===== src/rtl/loadable_down_counter_pkg.sv =====
// rtl/loadable_down_counter_pkg.sv - state encodings and default sizes for loadable_down_counter
package loadable_down_counter_pkg;

    localparam int STATE_W   = 2;
    localparam int DEF_WIDTH = 4;
    localparam int DEF_MOD   = 16;

    typedef enum logic [STATE_W-1:0] {
        ST_IDLE    = 2'b00,
        ST_COUNT   = 2'b01,
        ST_EXPIRED = 2'b10
    } state_t;

endpackage


===== src/rtl/loadable_down_counter.sv =====
// rtl/loadable_down_counter.sv - loadable MOD-N down counter with tc pulse and sticky done
// Optional auto-reload in COUNT when DOWN_COUNTER_RELOAD_EN is defined.
module loadable_down_counter
    import loadable_down_counter_pkg::*;
#(
    parameter int WIDTH = DEF_WIDTH,
    parameter int MOD   = DEF_MOD
) (
    input  logic             clk,
    input  logic             reset,
    input  logic             load_valid,
    input  logic [WIDTH-1:0] load_value,
    output logic             load_ready,
    input  logic             en,
    input  logic             ack,
    output logic [WIDTH-1:0] q,
    output logic             busy,
    output logic             tc,
    output logic             done
);

    localparam logic [WIDTH-1:0] MAX_VAL = WIDTH'(MOD - 1);
    localparam logic [WIDTH-1:0] ONE     = WIDTH'(1);

    state_t           state;
    state_t           state_nxt;
    logic [WIDTH-1:0] q_nxt;
    logic [WIDTH-1:0] load_eff;
    logic             tc_nxt;
`ifdef DOWN_COUNTER_RELOAD_EN
    logic [WIDTH-1:0] reload;
    logic [WIDTH-1:0] reload_nxt;
`endif

    // Out-of-range loads saturate at the top of the legal count range.
    assign load_eff = (load_value > MAX_VAL) ? MAX_VAL : load_value;

    always_comb begin
        state_nxt  = state;
        q_nxt      = q;
        tc_nxt     = 1'b0;
`ifdef DOWN_COUNTER_RELOAD_EN
        reload_nxt = reload;
`endif
        case (state)
            ST_IDLE: begin
                if (load_valid) begin
`ifdef DOWN_COUNTER_RELOAD_EN
                    reload_nxt = load_eff;
`endif
                    if (load_eff == '0) begin
                        q_nxt     = '0;
                        tc_nxt    = 1'b1;
                        state_nxt = ST_EXPIRED;
                    end else begin
                        q_nxt     = load_eff;
                        state_nxt = ST_COUNT;
                    end
                end
            end
            ST_COUNT: begin
                if (en) begin
                    if (q > ONE) begin
                        q_nxt = q - ONE;
                    end else if (q == ONE) begin
                        q_nxt  = '0;
                        tc_nxt = 1'b1;
`ifndef DOWN_COUNTER_RELOAD_EN
                        state_nxt = ST_EXPIRED;
`endif
                    end
`ifdef DOWN_COUNTER_RELOAD_EN
                    else begin
                        q_nxt = reload;
                    end
`endif
                end
            end
            ST_EXPIRED: begin
                if (ack) begin
                    state_nxt = ST_IDLE;
                end
            end
            default: begin
                state_nxt = ST_IDLE;
            end
        endcase
    end

    // Status outputs are registered from the next state so they line up with q.
    always_ff @(posedge clk or posedge reset) begin
        if (reset) begin
            state      <= ST_IDLE;
            q          <= '0;
            tc         <= 1'b0;
            busy       <= 1'b0;
            done       <= 1'b0;
            load_ready <= 1'b1;
`ifdef DOWN_COUNTER_RELOAD_EN
            reload     <= '0;
`endif
        end else begin
            state      <= state_nxt;
            q          <= q_nxt;
            tc         <= tc_nxt;
            busy       <= (state_nxt == ST_COUNT);
            done       <= (state_nxt == ST_EXPIRED);
            load_ready <= (state_nxt == ST_IDLE);
`ifdef DOWN_COUNTER_RELOAD_EN
            reload     <= reload_nxt;
`endif
        end
    end

endmodule


===== config.mk =====
export PLATFORM = sky130hd
export DESIGN_NAME = loadable_down_counter
export DESIGN_NICKNAME = d
export VERILOG_FILES = /design/src/rtl/loadable_down_counter_pkg.sv /design/src/rtl/loadable_down_counter.sv
export SDC_FILE = /design/constraint.sdc
export NUM_CORES = 1
export LEC_CHECK = 0
export ABC_AREA = 1
export CORE_UTILIZATION = 45
export CTS_CLUSTER_DIAMETER = 120
export DETAILED_ROUTE_END_ITERATION = 6
export PLACE_DENSITY = 0.76
export SLEW_MARGIN = 20
export SYNTH_ARGS = -nofsm -noshare
export SYNTH_HDL_FRONTEND = slang
export SYNTH_SLANG_ARGS = --single-unit

===== constraint.sdc =====
create_clock -name clk -period 1.3 [get_ports clk]
set_input_delay 0.26 -clock clk [delete_from_list [all_inputs] [get_ports clk]]
set_output_delay 0.26 -clock clk [all_outputs]
set_load 0.01 [all_outputs]

==> metrics.yaml <==
fin_crit_ns: 1.29
drc: 0
switching_share: 0.468
track_usage: 0.238
htreeDepth: 1
r2r-start: "q[1]$_DFFE_PP0P_"
dp_hpwl_um: 1080
path_max_fanout: 4
diodes: 0
gp_congestion: 0.825
grt_pass1_vias: 536
start_util: 0.512
synthCells: 83
ant_nets: 0
syn_area_um2: 599
overflow: 0
ctsHoldBuffers: 0
drv_slew: 0
first_pass_iters: 4
cts.path.max_buffers: 2
slew_headroom: 0.737
hold_path.class: "primary input to async pin"
drtIter0Drc: 30
antenna_found_initial: 0
required_ns: 1.46
grt_max_degree: 11
synth_nets: 94
r2r_setup_slack_ns: 0.005
fin_cells: 120
final_core_util: 0.738
die_area_mm2: 0.00148
crit_path_start_kind: "flip-flop"
num-fill-cells: 91
post-route-period-util: 0.996
cts_tree: "done"
vias_per_cell: 5.21
worst_slew_pin_slew_ns: 0.393
p_total_mw: 2.10
cts_inserted_buffers: 3
synth.yosys.seq_area_share: 0.420
core-area_mm2: 0.00117
synth_top_area_frac: 0.376
insertion_delay_ns: 0.27
synth_top_cell_by_area: "dfrtp_1"
ys_seq_elements: 10
hold_violations: 0
grt_pass1_wl_um: 2220
nNetsFinal: 118
worstSetupPathType: "flip-flop to flip-flop"
syn_to_final_growth_pct: 44.3
vias: 625
worstPathArrival_ns: 1.46
synth_cell_types: 19
pin_count: 17
status: "completed"
die_x_um: 38.5
p_sw_uw: 982
powerDensity_mw_per_mm2: 2430
ys_warn_count: 0
crit_path_start: "q[1]$_DFFE_PP0P_"
maxCapViolations: 0
cp-end-kind: "flip-flop"
dpl.cell_count: 114
skew_ns: 0.00591
placement_rows: 12
power_frac_seq: 0.274
synthTopCellsByArea: "dfrtp_1, nand2_1, nor2_1"
combPwrFrac: 0.617
ir_drop_mv: 1.18
cts_root_buf: "clkbuf_4"
die_y_um: 38.5
routedWlPerCell_um: 13.1
pwr-share-clk: 0.108
path_clk_slew_ns: 0.07
timing.fmax_ghz: 0.772
intPower_mw: 1.12
port_buffers: 16
p_leak_nw: 0.448
drive_gt1_frac: 0.274
syn_avg_cell_area_um2: 7.22
clkSinkCount: 10
routed_wl_um: 1570
setup_viol: 0
rsz0062_at_grt: "yes"
==> sequential cells by signal, indices dropped and copies added (netlist names) <==
register and flops:
busy 1, done 1, load_ready 1, q 4
state 2, tc 1
==> worst max-delay path: stages, from the launching register on <==
cell	delay, ns
dfrtp_1	0.42
inv_2	0.09
ha_4	0.18
nor2_2	0.10
nand3_2	0.11
nand2_4	0.12
inv_4	0.04
nor2_1	0.08
nor2_1	0.05
==> stage by stage <==
step           area (um2)  TNS [ns]  hold slack, ns  setup slack [ns]
6_report              865         0           0.264           0.00528
5_1_grt               865   -0.0819           0.301           -0.0420
4_1_cts               823         0           0.269           0.00342
3_5_place_dp          788   -0.0431           0.537           -0.0370
3_3_place_gp          788   -0.0200           0.525           -0.0166
2_1_floorplan         603         0          0.0995            0.0320
==> repair_timing <==
item / 4_1_cts / 5_1_grt
endpoints found under the setup margin: 10 / 10
hold endpoints to repair: 0 / 0
gates cloned: 0 / 0
gates resized for setup: 10 / 14
pin swaps: 1 / 5
buffers inserted: 2 / 0
==> routing by layer <==
metal | GRT usage | vias up | part of all wire | routed length, um
met5 | 0 | - | 0 | 0
met4 | 0.155 | 0 | 0.029 | 46
met3 | 0.0523 | 6 | 0.076 | 119
met2 | 0.350 | 29 | 0.49 | 769
met1 | 0.308 | 284 | 0.41 | 639
li1 | - | 306 | - | -
==> final timing paths <==
kind | end | depth (start not counted)
min in group clk | q[0]$_DFFE_PP0P_ | 2
setup reg to reg | q[3]$_DFFE_PP0P_ | 8
hold / removal | q[1]$_DFFE_PP0P_ | 2
setup / recovery | q[3]$_DFFE_PP0P_ | 8
max in group asynchronous | load_ready$_DFF_PP1_ | 2
hold reg to reg | q[0]$_DFFE_PP0P_ | 2
==> power by group through the flow <==
| stage | Sequential, mW | Clock, mW | Combinational, mW |
|---|---|---|---|
| 5_1_grt | 0.594 | 0.251 | 1.43 |
| 2_1_floorplan | 0.603 | 0 | 0.710 |
| 4_1_cts | 0.547 | 0.235 | 1.15 |
| 3_5_place_dp | 0.571 | 0 | 1.14 |
| 3_3_place_gp | 0.568 | 0 | 1.12 |
| 6_report | 0.576 | 0.228 | 1.30 |
==> cell usage in the layout, fill, tap and decap left out <==
master           netlist  routed
nor2_2                 2       4
ha_4                   0       2
clkbuf_4               0       3
o22ai_1                1       1
nand3_1                9       9
nand3b_1               1       1
nand2_4                1       1
inv_1                  5       3
dlygate4sd2_1          0       6
o21ai_4                0       1
nor2_4                 1       2
buf_4                  0       3
clkbuf_1               0       1
or2_1                  1       1
inv_4                  1       1
dfstp_2                1       1
nand2_2                2       2
nor2_1                13      10
nand2_1               28      28
clkbuf_2               0       1
clkdlybuf4s50_1        0       8
inv_2                  3       5
nor3_1                 1       1
dfrtp_1                9       7
clkdlybuf4s15_1        0       1
nand3_2                1       1
dfrtp_2                0       2
==> cell usage after synthesis <==
library cell / count
nand2_1: 28
nand2_4: 1
or2_1: 1
dfrtp_1: 9
nor3_1: 1
nand2_2: 2
inv_2: 3
nor2_4: 1
nand3_2: 1
ha_1: 2
nor2_2: 2
dfstp_2: 1
nand3b_1: 1
nor2_1: 13
o22ai_1: 1
inv_4: 1
nand3_1: 9
inv_1: 5
o21ai_1: 1
==> cells by family (layout without fill, tap and decap cells) <==
| logic type | Yosys count | after routing | synth area share |
|---|---|---|---|
| AOI/OAI and AO/OA | 2 | 2 | 0.0188 |
| adders and majority gates | 2 | 2 | 0.0417 |
| buffers and inverters | 9 | 32 | 0.0606 |
| DFF | 10 | 10 | 0.420 |
| and+or+nand+nor | 60 | 60 | 0.459 |
==> layout make-up <==
type	count	area [um2]	area share
Inverter	9	36.3	0.0420
Timing Repair Buffer	19	170	0.197
Sequential cell	10	254	0.294
Clock buffer	4	26.3	0.0304
Tap cell	14	17.5	0.0203
Multi-Input combinational cell	64	360	0.417
Power figures use the tool's default switching activity.
